--- config.mk ---
export PLATFORM = sky130hd
export DESIGN_NAME = uart_packet_receive
export DESIGN_NICKNAME = d
export VERILOG_FILES = /design/src/rtl/uart_packet_receive_pkg.sv /design/src/rtl/uart_packet_receive_packet_buffer.sv /design/src/rtl/uart_packet_receive.sv
export SDC_FILE = /design/constraint.sdc
export NUM_CORES = 1
export LEC_CHECK = 0
export ABC_AREA = 1
export ABC_CLOCK_PERIOD_IN_PS = 2500
export BUFFER_PORTS_ARGS = -buffer_cell sky130_fd_sc_hd__buf_2
export CORE_MARGIN = 3
export CORE_UTILIZATION = 45
export CTS_BUF_LIST = sky130_fd_sc_hd__clkbuf_4
export DETAILED_ROUTE_END_ITERATION = 10
export PLACE_DENSITY = 0.73
export RECOVER_POWER = 50
export SLEW_MARGIN = 10
export SYNTH_ARGS = -nofsm -noshare
export SYNTH_HDL_FRONTEND = slang
export SYNTH_SLANG_ARGS = --single-unit
export TNS_END_PERCENT = 5
--- constraint.sdc ---
create_clock -name i_clock -period 2.5 [get_ports i_clock]
set_clock_uncertainty 0.1 [all_clocks]
set_input_delay 0.125 -clock i_clock [delete_from_list [all_inputs] [get_ports i_clock]]
set_output_delay 0.125 -clock i_clock [all_outputs]
set_load 0.01 [all_outputs]
--- src/rtl/uart_packet_receive_pkg.sv ---
// Shared definitions for the UART packet receiver: FSM state encoding,
// error codes reported on o_error, the default frame start marker and a
// small checksum helper.
package uart_packet_receive_pkg;

  typedef enum logic [2:0] {
    IDLE,
    LENGTH,
    PAYLOAD,
    CHECK,
    DRAIN
  } state_t;

  typedef enum logic [1:0] {
    ERROR_NONE     = 2'd0,
    ERROR_LENGTH   = 2'd1,
    ERROR_CHECKSUM = 2'd2
  } error_t;

  localparam logic [7:0] DEFAULT_SYNC_BYTE = 8'hA5;

  // Running checksum is a plain 8-bit wrap-around sum.
  function automatic logic [7:0] checksum_add(input logic [7:0] sum, input logic [7:0] value);
    return sum + value;
  endfunction

endpackage

--- src/rtl/uart_packet_receive_packet_buffer.sv ---
// Payload buffer for the UART packet receiver.
// DEPTH x 8 array, synchronous write, asynchronous (combinational) read.
// Ports:
//   clk           clock
//   write_enable  store write_data at write_address on the rising edge
//   write_address buffer slot to write
//   write_data    byte to store
//   read_address  buffer slot to read
//   read_data     contents of read_address (combinational)
module uart_packet_receive_packet_buffer #(
  parameter int DEPTH = 16,
  parameter int AW    = 4
) (
  input  logic          clk,
  input  logic          write_enable,
  input  logic [AW-1:0] write_address,
  input  logic [7:0]    write_data,
  input  logic [AW-1:0] read_address,
  output logic [7:0]    read_data
);

  logic [7:0] mem [DEPTH];

  // NOTE: sequential state is always written with <= so every flop samples
  // the pre-edge value of its inputs, independent of block ordering.
  // NOTE: the array has no reset; a slot is only read after the current
  // packet has written it, so clearing it would cost logic for nothing.
  always_ff @(posedge clk) begin
    if (write_enable) mem[write_address] <= write_data;
  end

  assign read_data = mem[read_address];

endmodule

--- src/rtl/uart_packet_receive.sv ---
// UART packet receiver: parses SYNC, LEN, LEN payload bytes, CHECKSUM from
// the UART byte stream, buffers the payload and releases it downstream with
// a last marker only when (LEN + payload + CHECKSUM) mod 256 == 0.
// Malformed frames are dropped and reported with a one-cycle o_error pulse.
// Ports:
//   i_clock, i_reset                 clock, synchronous active-high reset
//   i_data, i_data_valid, o_data_ready   byte stream from the UART receiver
//   o_payload, o_payload_valid, i_payload_ready, o_payload_last
//                                    verified payload stream to the consumer
//   o_error                          0 none, 1 length error, 2 checksum error
module uart_packet_receive
  import uart_packet_receive_pkg::*;
#(
  parameter int         MAX_LENGTH = 16,
  parameter logic [7:0] SYNC_BYTE  = DEFAULT_SYNC_BYTE
) (
  input  logic       i_clock,
  input  logic       i_reset,
  input  logic [7:0] i_data,
  input  logic       i_data_valid,
  output logic       o_data_ready,
  output logic [7:0] o_payload,
  output logic       o_payload_valid,
  input  logic       i_payload_ready,
  output logic       o_payload_last,
  output logic [1:0] o_error
);

  localparam int CW = $clog2(MAX_LENGTH + 1);
  localparam int AW = (MAX_LENGTH > 1) ? $clog2(MAX_LENGTH) : 1;
  localparam logic [CW-1:0] ONE     = CW'(1);
  localparam logic [8:0]    MAX_LEN = 9'(MAX_LENGTH);

  state_t        state, state_next;
  logic [CW-1:0] length, count, rd;
  logic [7:0]    sum;
  error_t        error;

  logic       accept, out_fire;
  logic       length_bad, payload_done, check_ok;
  logic [7:0] read_data;

  assign accept       = i_data_valid && o_data_ready;
  assign out_fire     = o_payload_valid && i_payload_ready;
  assign length_bad   = (i_data == 8'd0) || ({1'b0, i_data} > MAX_LEN);
  assign payload_done = (count == length - ONE);
  assign check_ok     = (checksum_add(sum, i_data) == 8'd0);

  // Ready depends on state only, so the UART side never sees a
  // combinational path from its own valid back to ready.
  assign o_data_ready    = (state != DRAIN);
  assign o_payload_valid = (state == DRAIN);
  assign o_payload_last  = o_payload_valid && (rd == length - ONE);
  assign o_payload       = o_payload_valid ? read_data : 8'd0;
  assign o_error         = error;

  always_ff @(posedge i_clock) begin
    if (i_reset) state <= IDLE;
    else         state <= state_next;
  end

  always_comb begin
    // NOTE: defaulting state_next before the case keeps every path assigned,
    // so no latch is inferred.
    state_next = state;
    case (state)
      IDLE:    if (accept && (i_data == SYNC_BYTE)) state_next = LENGTH;
      LENGTH:  if (accept) state_next = length_bad ? IDLE : PAYLOAD;
      PAYLOAD: if (accept && payload_done) state_next = CHECK;
      CHECK:   if (accept) state_next = check_ok ? DRAIN : IDLE;
      DRAIN:   if (out_fire && o_payload_last) state_next = IDLE;
      default: state_next = IDLE;
    endcase
  end

  always_ff @(posedge i_clock) begin
    if (i_reset) begin
      length <= '0;
      count  <= '0;
      rd     <= '0;
      sum    <= '0;
      error  <= ERROR_NONE;
    end else begin
      error <= ERROR_NONE;
      case (state)
        LENGTH: if (accept) begin
          if (length_bad) begin
            error <= ERROR_LENGTH;
          end else begin
            // Validated against MAX_LENGTH, so the value fits in CW bits.
            length <= i_data[CW-1:0];
            sum    <= i_data;
            count  <= '0;
          end
        end
        PAYLOAD: if (accept) begin
          sum   <= checksum_add(sum, i_data);
          count <= count + ONE;
        end
        CHECK: if (accept) begin
          if (check_ok) rd <= '0;
          else          error <= ERROR_CHECKSUM;
        end
        DRAIN: if (out_fire) rd <= rd + ONE;
        default: ;
      endcase
    end
  end

  uart_packet_receive_packet_buffer #(
    .DEPTH(MAX_LENGTH),
    .AW   (AW)
  ) u_buffer (
    .clk          (i_clock),
    .write_enable (accept && (state == PAYLOAD)),
    .write_address(count[AW-1:0]),
    .write_data   (i_data),
    .read_address (rd[AW-1:0]),
    .read_data    (read_data)
  );

endmodule
==> results of run 1 <==
power groups by stage:
stage	sequential, mW	clock [mW]	combinational [mW]
after global routing	2.98	1.67	0.879
after floorplan	3.03	0	0.538
after CTS	2.97	1.54	0.774
final	2.97	1.51	0.782
after detailed placement	3.03	0	0.755
after global placement	3.03	0	0.745
state kept, by name (all words and copies together) (netlist names), named ones only:
register and count:
o_error 2, length 5, sum 8, u_buffer.mem 128
count 5, rd 5, state 3
layout make-up:
class	instances	area, um^2	area share
Clock buffer	17	128	0.0156
Timing Repair Buffer	68	495	0.0606
Multi-Input combinational cell	464	2430	0.297
Tap cell	211	264	0.0323
Sequential cell	160	4490	0.549
Inverter	58	220	0.0269
Clock inverter	14	151	0.0185
metal layers:
| metal | part of all wire | vias to the layer above | track usage |
|---|---|---|---|
| met5 | 0 | - | 0 |
| li1 | - | 2635 | - |
| met3 | 0.064 | 26 | 0.0452 |
| met4 | 0.019 | 0 | 0.0635 |
| met2 | 0.48 | 174 | 0.312 |
| met1 | 0.44 | 2527 | 0.265 |
cells by family after synthesis:
kind of cell | after synthesis | share of synthesized area
buffers and inverters | 85 | 0.0460
and+or+nand+nor | 278 | 0.163
AOI/OAI and AO/OA | 165 | 0.135
xor gates and xnor gates | 7 | 0.00850
DFF | 160 | 0.622
adders and majority gates | 14 | 0.0253
path summary, 6_finish.rpt:
kind         startpoint            to  slack [ns]
max            register  o_payload[4]        0.10
min             i_reset      register        0.36
max reg2reg      sum[0]      register        0.22
min reg2reg      sum[2]        sum[2]        0.41
cells in the final DEF, fill, tap and decap left out, drive strengths merged, types with 2 or more instances in the layout:
| cell | instances |
|---|---|
| a21oi | 31 |
| buf | 43 |
| clkbuf | 30 |
| clkinv | 6 |
| clkinvlp | 2 |
| dfxtp | 32 |
| dlygate4sd3 | 12 |
| edfxtp | 128 |
| ha | 13 |
| inv | 63 |
| nand2 | 94 |
| nand3 | 50 |
| nand4 | 6 |
| nor2 | 122 |
| nor3 | 2 |
| o211ai | 10 |
| o21ai | 90 |
| o221ai | 23 |
| o22ai | 10 |
| xnor2 | 4 |
| xor2 | 3 |
critical path, cell delays in order (launching register included):
cell and delay, ns:
dfxtp_1 0.38, inv_2 0.18, buf_6 0.20, o21ai_0 0.10, o221ai_1 0.20, nand3_1 0.16, a21oi_1 0.23, buf_2 0.17
through the flow:
stage / setup WS [ns] / util / total power, mW
after floorplan: 0.477 / - / 3.57
after global placement: 0.315 / 0.501 / 3.78
after detailed placement: 0.213 / 0.501 / 3.79
after CTS: -0.0375 / 0.527 / 5.29
after global routing: -0.00941 / 0.530 / 5.53
final: 0.102 / 0.530 / 5.27
what timing repair did:
item                                    CTS  global route
hold endpoints to repair                151             0
endpoints found under the setup margin    6            16
resized for setup                         4            16
hold buffers                             12             0
==> flow_summary.toml, run 1 <==
[worst_setup_path]
worstPathRequired_ns = 2.28
critical_path_peak_fanout = 15
rr_worst_depth = 15
critPathLaunchType = "register"
worst-setup-path-type = "register to primary output"
worst-endpoint-arrival_ns = 2.17
critPathCaptureType = "primary output"

[drt]
drt_first_pass_iters = 5
drt_iter0_drc = 589
drc_violations_left = 0
average_vias_per_placed_instance = 5.41
num_vias = 5362
drt_wl_total_um = 16900
drt.antenna.violating_nets = 0
route.detailed.wl_per_inst_um = 17.1

[finish]
design_area_um2 = 8170
layout_cell_share_with_drive_strength_beyond_1 = 0.124
layout.filler_cells = 1378
antenna_cells = 0
fin_nets = 795
post_layout_nonfiller_instances = 992
area_delta_synth_final_pct = 13.3

[timing]
final_max_slew_viol_count = 0
hold_slack_ns = 0.365
max_freq_mhz = 417
worst_pin_slew_ns = 1.02
min_period_ns = 2.40
post-route-period-util = 0.959
setup_violations = 0
timing_hold_violations_final = 0
grt_setup_unrepaired = "yes"
max-slew-margin-rel = 0.322
finalSetupTns_ns = 0

[yosys]
post-synth-top-area-fraction = 0.533
synth_fp_nets = 735
synthesis.area_per_instance_um2 = 10.2
post_syn_area_um2 = 7210
synthTopCellsByCount = "edfxtp_1, nor2_1, nand2_1"
async_flop_share = 0
synth-warning-count = 0
post-synth-top-count-cell = "edfxtp_1"
ys_seq_elements = 160
synth_area_leader_cell = "edfxtp_1"
ys_seq_area_frac = 0.622
synth.area.top_cells = "edfxtp_1, dfxtp_1, nor2_1"
ys_dominant_reg_cell = "edfxtp_1"
netlist_instances = 709
synth-edff-count = 128
synth_cell_types = 37

[place]
io_buffers = 24
finalWeightedCongestion = 0.869
dp_hpwl_um = 11200
numPlacedInstances = 949
place_area_um2 = 7730

[run_status]
run_status = "complete, no violations"

[power]
clock_power_share = 0.287
power.combinational.fraction = 0.148
p_int_mw = 3.72
p_seq_frac = 0.565
power_density_nw_per_um2 = 644
net-switching-power_mw = 1.55
p_sw_frac = 0.294
static-leakage-power_nw = 2.97
peak_vdd_ir_v = 0.000351

[clocking]
clock_tree_from_tritoncts = "yes"
cts.root.buffer_cell = "clkbuf_4"
ctsHtreeMaxLevel = 4
clk_path_buf_depth = 2
number_of_clock_sinks_seen_by_cts = 160
postCtsSetupBuffers = 0
clock_latency_ns = 0.56
numCtsBuffers = 17
clk_pin_slew_ns = 0.15

[global_route]
grt_start_max_net_pins = 41
via_count_of_the_first_global_routing_pass = 5087
globalRouteTotalUtil = 0.195
overflow = 0
grt_pass1_wl_um = 26500
antenna_found_initial = 1

[die]
row_count = 45
floorplan.die_area_um2 = 17600
initial_core_util = 0.467
coreArea_um2 = 15400
fp.dieW_um = 133
boundaryPins = 25
height_of_the_die_um = 133

[min_path]
worst_hold_path_type = "input port to register"
worst_hold_path.num_cells = 3

[run]
maximum_capacitance_violations = 0
(Power assumes the default switching activity.)
==> run 2: changes to the inputs <==
--- a/config.mk
+++ b/config.mk
@@ -7,15 +7,16 @@
 export LEC_CHECK = 0
 export ABC_AREA = 1
 export ABC_CLOCK_PERIOD_IN_PS = 2500
-export BUFFER_PORTS_ARGS = -buffer_cell sky130_fd_sc_hd__buf_2
 export CORE_MARGIN = 3
 export CORE_UTILIZATION = 45
 export CTS_BUF_LIST = sky130_fd_sc_hd__clkbuf_4
 export DETAILED_ROUTE_END_ITERATION = 10
-export PLACE_DENSITY = 0.73
+export DONT_BUFFER_PORTS = 1
+export PLACE_DENSITY = 0.72
 export RECOVER_POWER = 50
 export SLEW_MARGIN = 10
 export SYNTH_ARGS = -nofsm -noshare
 export SYNTH_HDL_FRONTEND = slang
+export SYNTH_HIERARCHICAL = 1
 export SYNTH_SLANG_ARGS = --single-unit
 export TNS_END_PERCENT = 5
==> run 2 against run 1 <==
Net effect:
- sequential power decreased by 2%
- final area is 2.6% higher
- count of clock-buffer cells in the layout up 1
- register-to-register slack worse by 0.08 ns
- largest cell class unchanged
- core utilization is 1.3 points lower
- area after synthesis is 5.7% higher
- wire length rose by 1.5%
- worst hold slack got worse by 0.26 ns
- via count rose by 7.4%
- die area is 5.4% higher
- sequential cell count decreased by 4
==> flow_summary.toml, run 2 <==
[run_status]
run_status = "complete, no violations"

[timing]
max_freq_mhz = 424
setup_violations = 0
post-route-worst-setup-slack_ns = 0.139
hold_slack_ns = 0.105
post-route-period-util = 0.944
max-slew-margin-rel = 0.285
timing_hold_violations_final = 0
finalSetupTns_ns = 0
final_max_slew_viol_count = 0
min_period_ns = 2.36
grt_setup_unrepaired = "no"
worst_pin_slew_ns = 1.07

[finish]
area.sequential_um2 = 4410
antenna_cells = 0
largest_register_ff_count = 128
largest-register = "u_buffer/mem"
layout_cell_share_with_drive_strength_beyond_1 = 0.0807
multi_input_area_um2 = 2470
top_regs = "u_buffer/mem x128, sum x8"
most_common_cell_after_layout_fill_and_taps_aside = "nand2_1"
post-route-util = 0.517
area_delta_synth_final_pct = 9.98
layout.filler_cells = 1474
fin_nets = 927
final_cell_mix = "nand2_1, inv_1, nand3_1"

[min_path]
worst_hold_path.endpoint = "sum[4]"
launch_instance_of_the_worst_min_delay_path = "i_data[3]"
worst_hold_path.num_cells = 6
worst_hold_path_type = "input port to register"

[yosys]
synthesis.area_per_instance_um2 = 8.76
synthTopCellsByCount = "nand2_1, inv_1, nand3_1"
post-synth-top-area-fraction = 0.504
ys_seq_area_frac = 0.578
synth_cell_types = 34
async_flop_share = 0
ys_seq_elements = 156
synth-warning-count = 6
netlist_instances = 870
ys_dominant_reg_cell = "edfxtp_1"
synth.area.top_cells = "edfxtp_1, nand2_1, nand3_1"
post-synth-top-count-cell = "nand2_1"
post_syn_area_um2 = 7620
synth-edff-count = 128
synth_fp_nets = 893
synth_area_leader_cell = "edfxtp_1"

[drt]
drt.antenna.violating_nets = 0
drt_wl_total_um = 17200
num_vias = 5758
drc_violations_left = 0
average_vias_per_placed_instance = 5.08
drt_first_pass_iters = 5
drt_iter0_drc = 550
route.detailed.wl_per_inst_um = 15.2

[power]
power.combinational.fraction = 0.160
peak_vdd_ir_v = 0.000606
p_total_mw = 5.27
p_int_mw = 3.77
power_density_nw_per_um2 = 628
static-leakage-power_nw = 3.62
p_sw_frac = 0.284
p_seq_frac = 0.555
clock_power_share = 0.285
net-switching-power_mw = 1.49

[die]
coreArea_um2 = 16200
fp.dieW_um = 136
boundaryPins = 25
height_of_the_die_um = 136
row_count = 46
initial_core_util = 0.470
floorplan.die_area_um2 = 18500

[worst_setup_path]
r2r_start = "sum[0]"
worstPathRequired_ns = 2.87
critPathCaptureType = "register"
regToRegEndpoint = "rd[1]"
worst-endpoint-arrival_ns = 2.73
ff2ff_setup_slack_ns = 0.14
critPathLaunchType = "register"
worst-setup-path-type = "register to register"
rr_worst_depth = 12
critical_path_peak_fanout = 8

[place]
io_buffers = 0
finalWeightedCongestion = 0.840
dp_hpwl_um = 10500
pre_cts_setup_slack_ns = 0.151

[clocking]
clock_latency_ns = 0.53
numCtsBuffers = 17
ctsHtreeMaxLevel = 4
clk_pin_slew_ns = 0.12
clk_path_buf_depth = 2
clock_tree_from_tritoncts = "yes"
cts.root.buffer_cell = "clkbuf_4"
number_of_clock_sinks_seen_by_cts = 156

[global_route]
grt_pass1_wl_um = 27500
via_count_of_the_first_global_routing_pass = 5355
antenna_found_initial = 0
grt_start_max_net_pins = 66
globalRouteTotalUtil = 0.195
overflow = 0

[run]
maximum_capacitance_violations = 0
run 2: cell types whose count changed after synthesis, sizes merged, moves of 10 or more:
cell | previous run | this run
o22ai | 10 | 0
o21ai | 90 | 14
o221ai | 23 | 0
nor2 | 122 | 63
nand2 | 94 | 259
o211ai | 10 | 0
buf | 3 | 26
nand3 | 50 | 132
clkbuf | 24 | 4
inv | 57 | 148
run 2: power by group through the flow:
stage          Sequential, mW  Combinational (mW)  Clock [mW]
5_1_grt                  2.93               0.961        1.65
4_1_cts                  2.92               0.840        1.54
3_3_place_gp             2.98               0.710           0
2_1_floorplan            2.97               0.588           0
3_5_place_dp             2.98               0.724           0
6_report                 2.92               0.843        1.50
run 2: metrics by stage:
stage,instances,area [um^2]
after floorplan,870,7620
after global placement,1078,7890
after detailed placement,1078,7890
after CTS,1132,8400
after global routing,1133,8380
final,1133,8380
run 2: how the worst max path moves through the flow:
stage / from / end / slack [ns] / depth (start not counted)
6_report: sum[0] / rd[1] / 0.14 / 12
5_1_grt: sum[0] / rd[1] / 0.009 / 12
4_1_cts: rd[1] / o_payload[2] / 0.01 / 8
3_5_place_dp: sum[0] / rd[1] / 0.15 / 12
3_3_place_gp: sum[0] / rd[1] / 0.23 / 12
2_1_floorplan: sum[0] / rd[0] / 0.39 / 11
run 2: final cells by class:
type	instances	share of cell area
Clock buffer	18	0.0161
Clock inverter	14	0.0172
Inverter	150	0.0679
Multi-Input combinational cell	534	0.294
Sequential cell	156	0.526
Tap cell	216	0.0322
Timing Repair Buffer	45	0.0458
run 2: cell families after synthesis:
group                    share of synthesized area
AO/OA/AOI/OAI                               0.0305
flip-flops                                   0.578
buffers and inverters                       0.0991
AND/OR/NAND/NOR                              0.263
adder cells (fa/ha/maj)                     0.0190
XOR/XNOR                                    0.0103
run 2: critical path: stages (launching register included):
cell	delay [ns]
dfxtp_1	0.33
ha_1	0.22
fa_1	0.46
or2_2	0.31
nor2_1	0.12
nand3_1	0.10
nor2_1	0.10
nand2_1	0.08
nand2_2	0.16
nand2_2	0.11
nand2_1	0.10
nand2_1	0.05
nor2_1	0.07
run 2: repair_timing:
action	in CTS	in global routing
resized for setup	2	13
endpoints found under the hold margin	156	0
setup buffers	0	1
hold buffers	22	0
setup endpoints to repair	5	21
run 2: layer usage:
layer	vias up	wire length (um)	track usage
met1	2687	7800	0.265
li1	2872	-	-
met2	177	8010	0.310
met4	0	306	0.0622
met5	-	0	0
met3	22	1080	0.0496
==> run 3: changes to the inputs <==
--- a/config.mk
+++ b/config.mk
@@ -7,12 +7,11 @@
 export LEC_CHECK = 0
 export ABC_AREA = 1
 export ABC_CLOCK_PERIOD_IN_PS = 2500
-export CORE_MARGIN = 3
+export BUFFER_PORTS_ARGS = -buffer_cell sky130_fd_sc_hd__buf_2
 export CORE_UTILIZATION = 45
 export CTS_BUF_LIST = sky130_fd_sc_hd__clkbuf_4
 export DETAILED_ROUTE_END_ITERATION = 10
-export DONT_BUFFER_PORTS = 1
-export PLACE_DENSITY = 0.72
+export PLACE_DENSITY = 0.73
 export RECOVER_POWER = 50
 export SLEW_MARGIN = 10
 export SYNTH_ARGS = -nofsm -noshare
==> run 3 against run 2 <==
Net effect:
- count of clock-buffer cells in the layout shrank 1
- combinational power shrank 3.4%
- largest power group unchanged
- largest cell class unchanged
- critical path depth shrank 2
- core utilization is essentially flat
- via count grew 1.4%
- global-route usage grew 1.1 points
- first-iteration DRC count shrank 6.9%
- sequential power is essentially flat
- setup slack lost 0.0025 ns
- die area shrank 5.8%
- critical endpoint is now o_payload[1]
- fmax shrank 0.11%
- worst hold slack gained 0.23 ns
==> flow_summary.toml, run 3 (synthesized netlist as in run 2, its figures left out) <==
[power]
p_total_mw = 5.36
power_density_nw_per_um2 = 626
static-leakage-power_nw = 3.72
peak_vdd_ir_v = 0.000402

[clocking]
clock_latency_ns = 0.55
clk_pin_slew_ns = 0.14
clk_path_buf_depth = 2
numCtsBuffers = 17
cts.root.buffer_cell = "clkbuf_4"
clock_tree_from_tritoncts = "yes"
number_of_clock_sinks_seen_by_cts = 156
ctsHtreeMaxLevel = 4

[die]
boundaryPins = 25
height_of_the_die_um = 132
row_count = 47
fp.dieW_um = 132
initial_core_util = 0.460
floorplan.die_area_um2 = 17500
coreArea_um2 = 16600

[worst_setup_path]
worst_setup_path_startpoint = "rd[0]"
worst-endpoint-arrival_ns = 2.14
crit_family = "simple AND/OR/NAND/NOR gates"
most_prevalent_standard_cell_on_the_critical_path = "nand3_1"
worstPathCellList = "inv_4, clkbuf_16, nand2_1, nand3_1, nand3_1, nand3_1, nand2_1, inv_1, nor2_1, buf_2"
worstPathBufferInverterCount = 4
critical_path_cell_count = 10
critPathLaunchType = "register"
ff2ff_setup_slack_ns = 0.17
r2r_start = "sum[0]"
critPathCaptureType = "primary output"
critical-path-max-stage-delay_ns = 0.48
worst-setup-path-type = "register to primary output"
critical_path_peak_fanout = 32
worstPathRequired_ns = 2.28
crit_path_top_delay_cell = "dfxtp_4"
rr_worst_depth = 11

[global_route]
overflow = 0
grt_pass1_wl_um = 27500
grt_start_max_net_pins = 66
antenna_found_initial = 0
via_count_of_the_first_global_routing_pass = 5259
globalRouteTotalUtil = 0.206

[finish]
area.sequential_um2 = 4410
final_cell_mix = "nand2_1, inv_1, nand3_1"
design_area_um2 = 8560
multi_input_area_um2 = 2460
layout_cell_share_with_drive_strength_beyond_1 = 0.103
top_regs = "u_buffer/mem x128, sum x8"
layout.filler_cells = 1513
most_common_cell_after_layout_fill_and_taps_aside = "nand2_1"
area_delta_synth_final_pct = 12.3
fin_nets = 948
antenna_cells = 0
largest_register_ff_count = 128
largest-register = "u_buffer/mem"

[timing]
grt_setup_unrepaired = "yes"
worst_pin_slew_ns = 1.02
post-route-period-util = 0.945
max-slew-margin-rel = 0.323
timing_hold_violations_final = 0
min_period_ns = 2.36
setup_violations = 0
final_max_slew_viol_count = 0
hold_slack_ns = 0.339
max_freq_mhz = 423

[drt]
drt_wl_total_um = 17900
drt.antenna.violating_nets = 0
num_vias = 5840
drt_iter0_drc = 512
average_vias_per_placed_instance = 5.04
drt_first_pass_iters = 6
drc_violations_left = 0
route.detailed.wl_per_inst_um = 15.5

[min_path]
launch_instance_of_the_worst_min_delay_path = "i_reset"
worst_hold_path.num_cells = 3
worst_hold_path_type = "input port to register"

[run_status]
run_status = "complete, no violations"

[run]
maximum_capacitance_violations = 0

[place]
dp_hpwl_um = 10700
finalWeightedCongestion = 0.832
place_area_um2 = 8070
io_buffers = 24
## run 3: cell count changes in the layout (fill, tap and decap cells not counted), sizes merged
cell | previous run | this run
clkbuf | 25 | 30
inv | 150 | 154
clkinvlp | 3 | 5
clkinv | 9 | 4
dlygate4sd3 | 17 | 11
buf | 21 | 42
## run 3: path summary, 6_finish.rpt
path	endpoint
max	o_payload[1]
min	rd[0]
max reg2reg	rd[2]
min reg2reg	sum[5]
## run 3: metrics by stage
step | utilization | setup TNS [ns] | std cells | setup slack [ns]
after floorplan | - | 0 | 870 | 0.387
after global placement | 0.486 | 0 | 1111 | 0.204
after detailed placement | 0.486 | 0 | 1111 | 0.151
after CTS | 0.512 | 0 | 1154 | 0.0840
after global routing | 0.516 | -0.00864 | 1158 | -0.00434
final | 0.516 | 0 | 1158 | 0.137
## run 3: where the power goes
part	total, mW	leakage, nW	internal, mW	switching (mW)
logic	0.814	2.19	0.263	0.552
clock network	1.62	0.152	0.626	0.995
registers	2.92	1.38	2.87	0.0485
## run 3: routing by layer
metal | GRT usage | vias up | part of all wire
met2 | 0.317 | 246 | 0.46
met1 | 0.290 | 2668 | 0.44
met4 | 0.0724 | 0 | 0.021
met5 | 0 | - | 0
li1 | - | 2903 | -
met3 | 0.0404 | 23 | 0.083
## run 3: timing repair
| action | 4_1_cts | 5_1_grt |
|---|---|---|
| endpoints found under the setup margin | 1 | 14 |
| hold endpoints to repair | 142 | 0 |
| hold buffers | 11 | 0 |
| resized for setup | 1 | 8 |
| gates cloned | 0 | 3 |
| setup buffers | 0 | 1 |
## run 3: layout make-up
type | instances | area share
sequential | 156 | 0.515
multi-input combinational | 534 | 0.288
inverter | 150 | 0.0668
timing repair buffer | 66 | 0.0628
tap | 220 | 0.0321
clock inverter | 15 | 0.0206
clock buffer | 17 | 0.0149
## run 3: worst min-delay path, delay by kind of cell
kind | cells | cell delay, ns
AOI/OAI and AO/OA | 1 | 0.07
buffers and inverters | 2 | 0.78
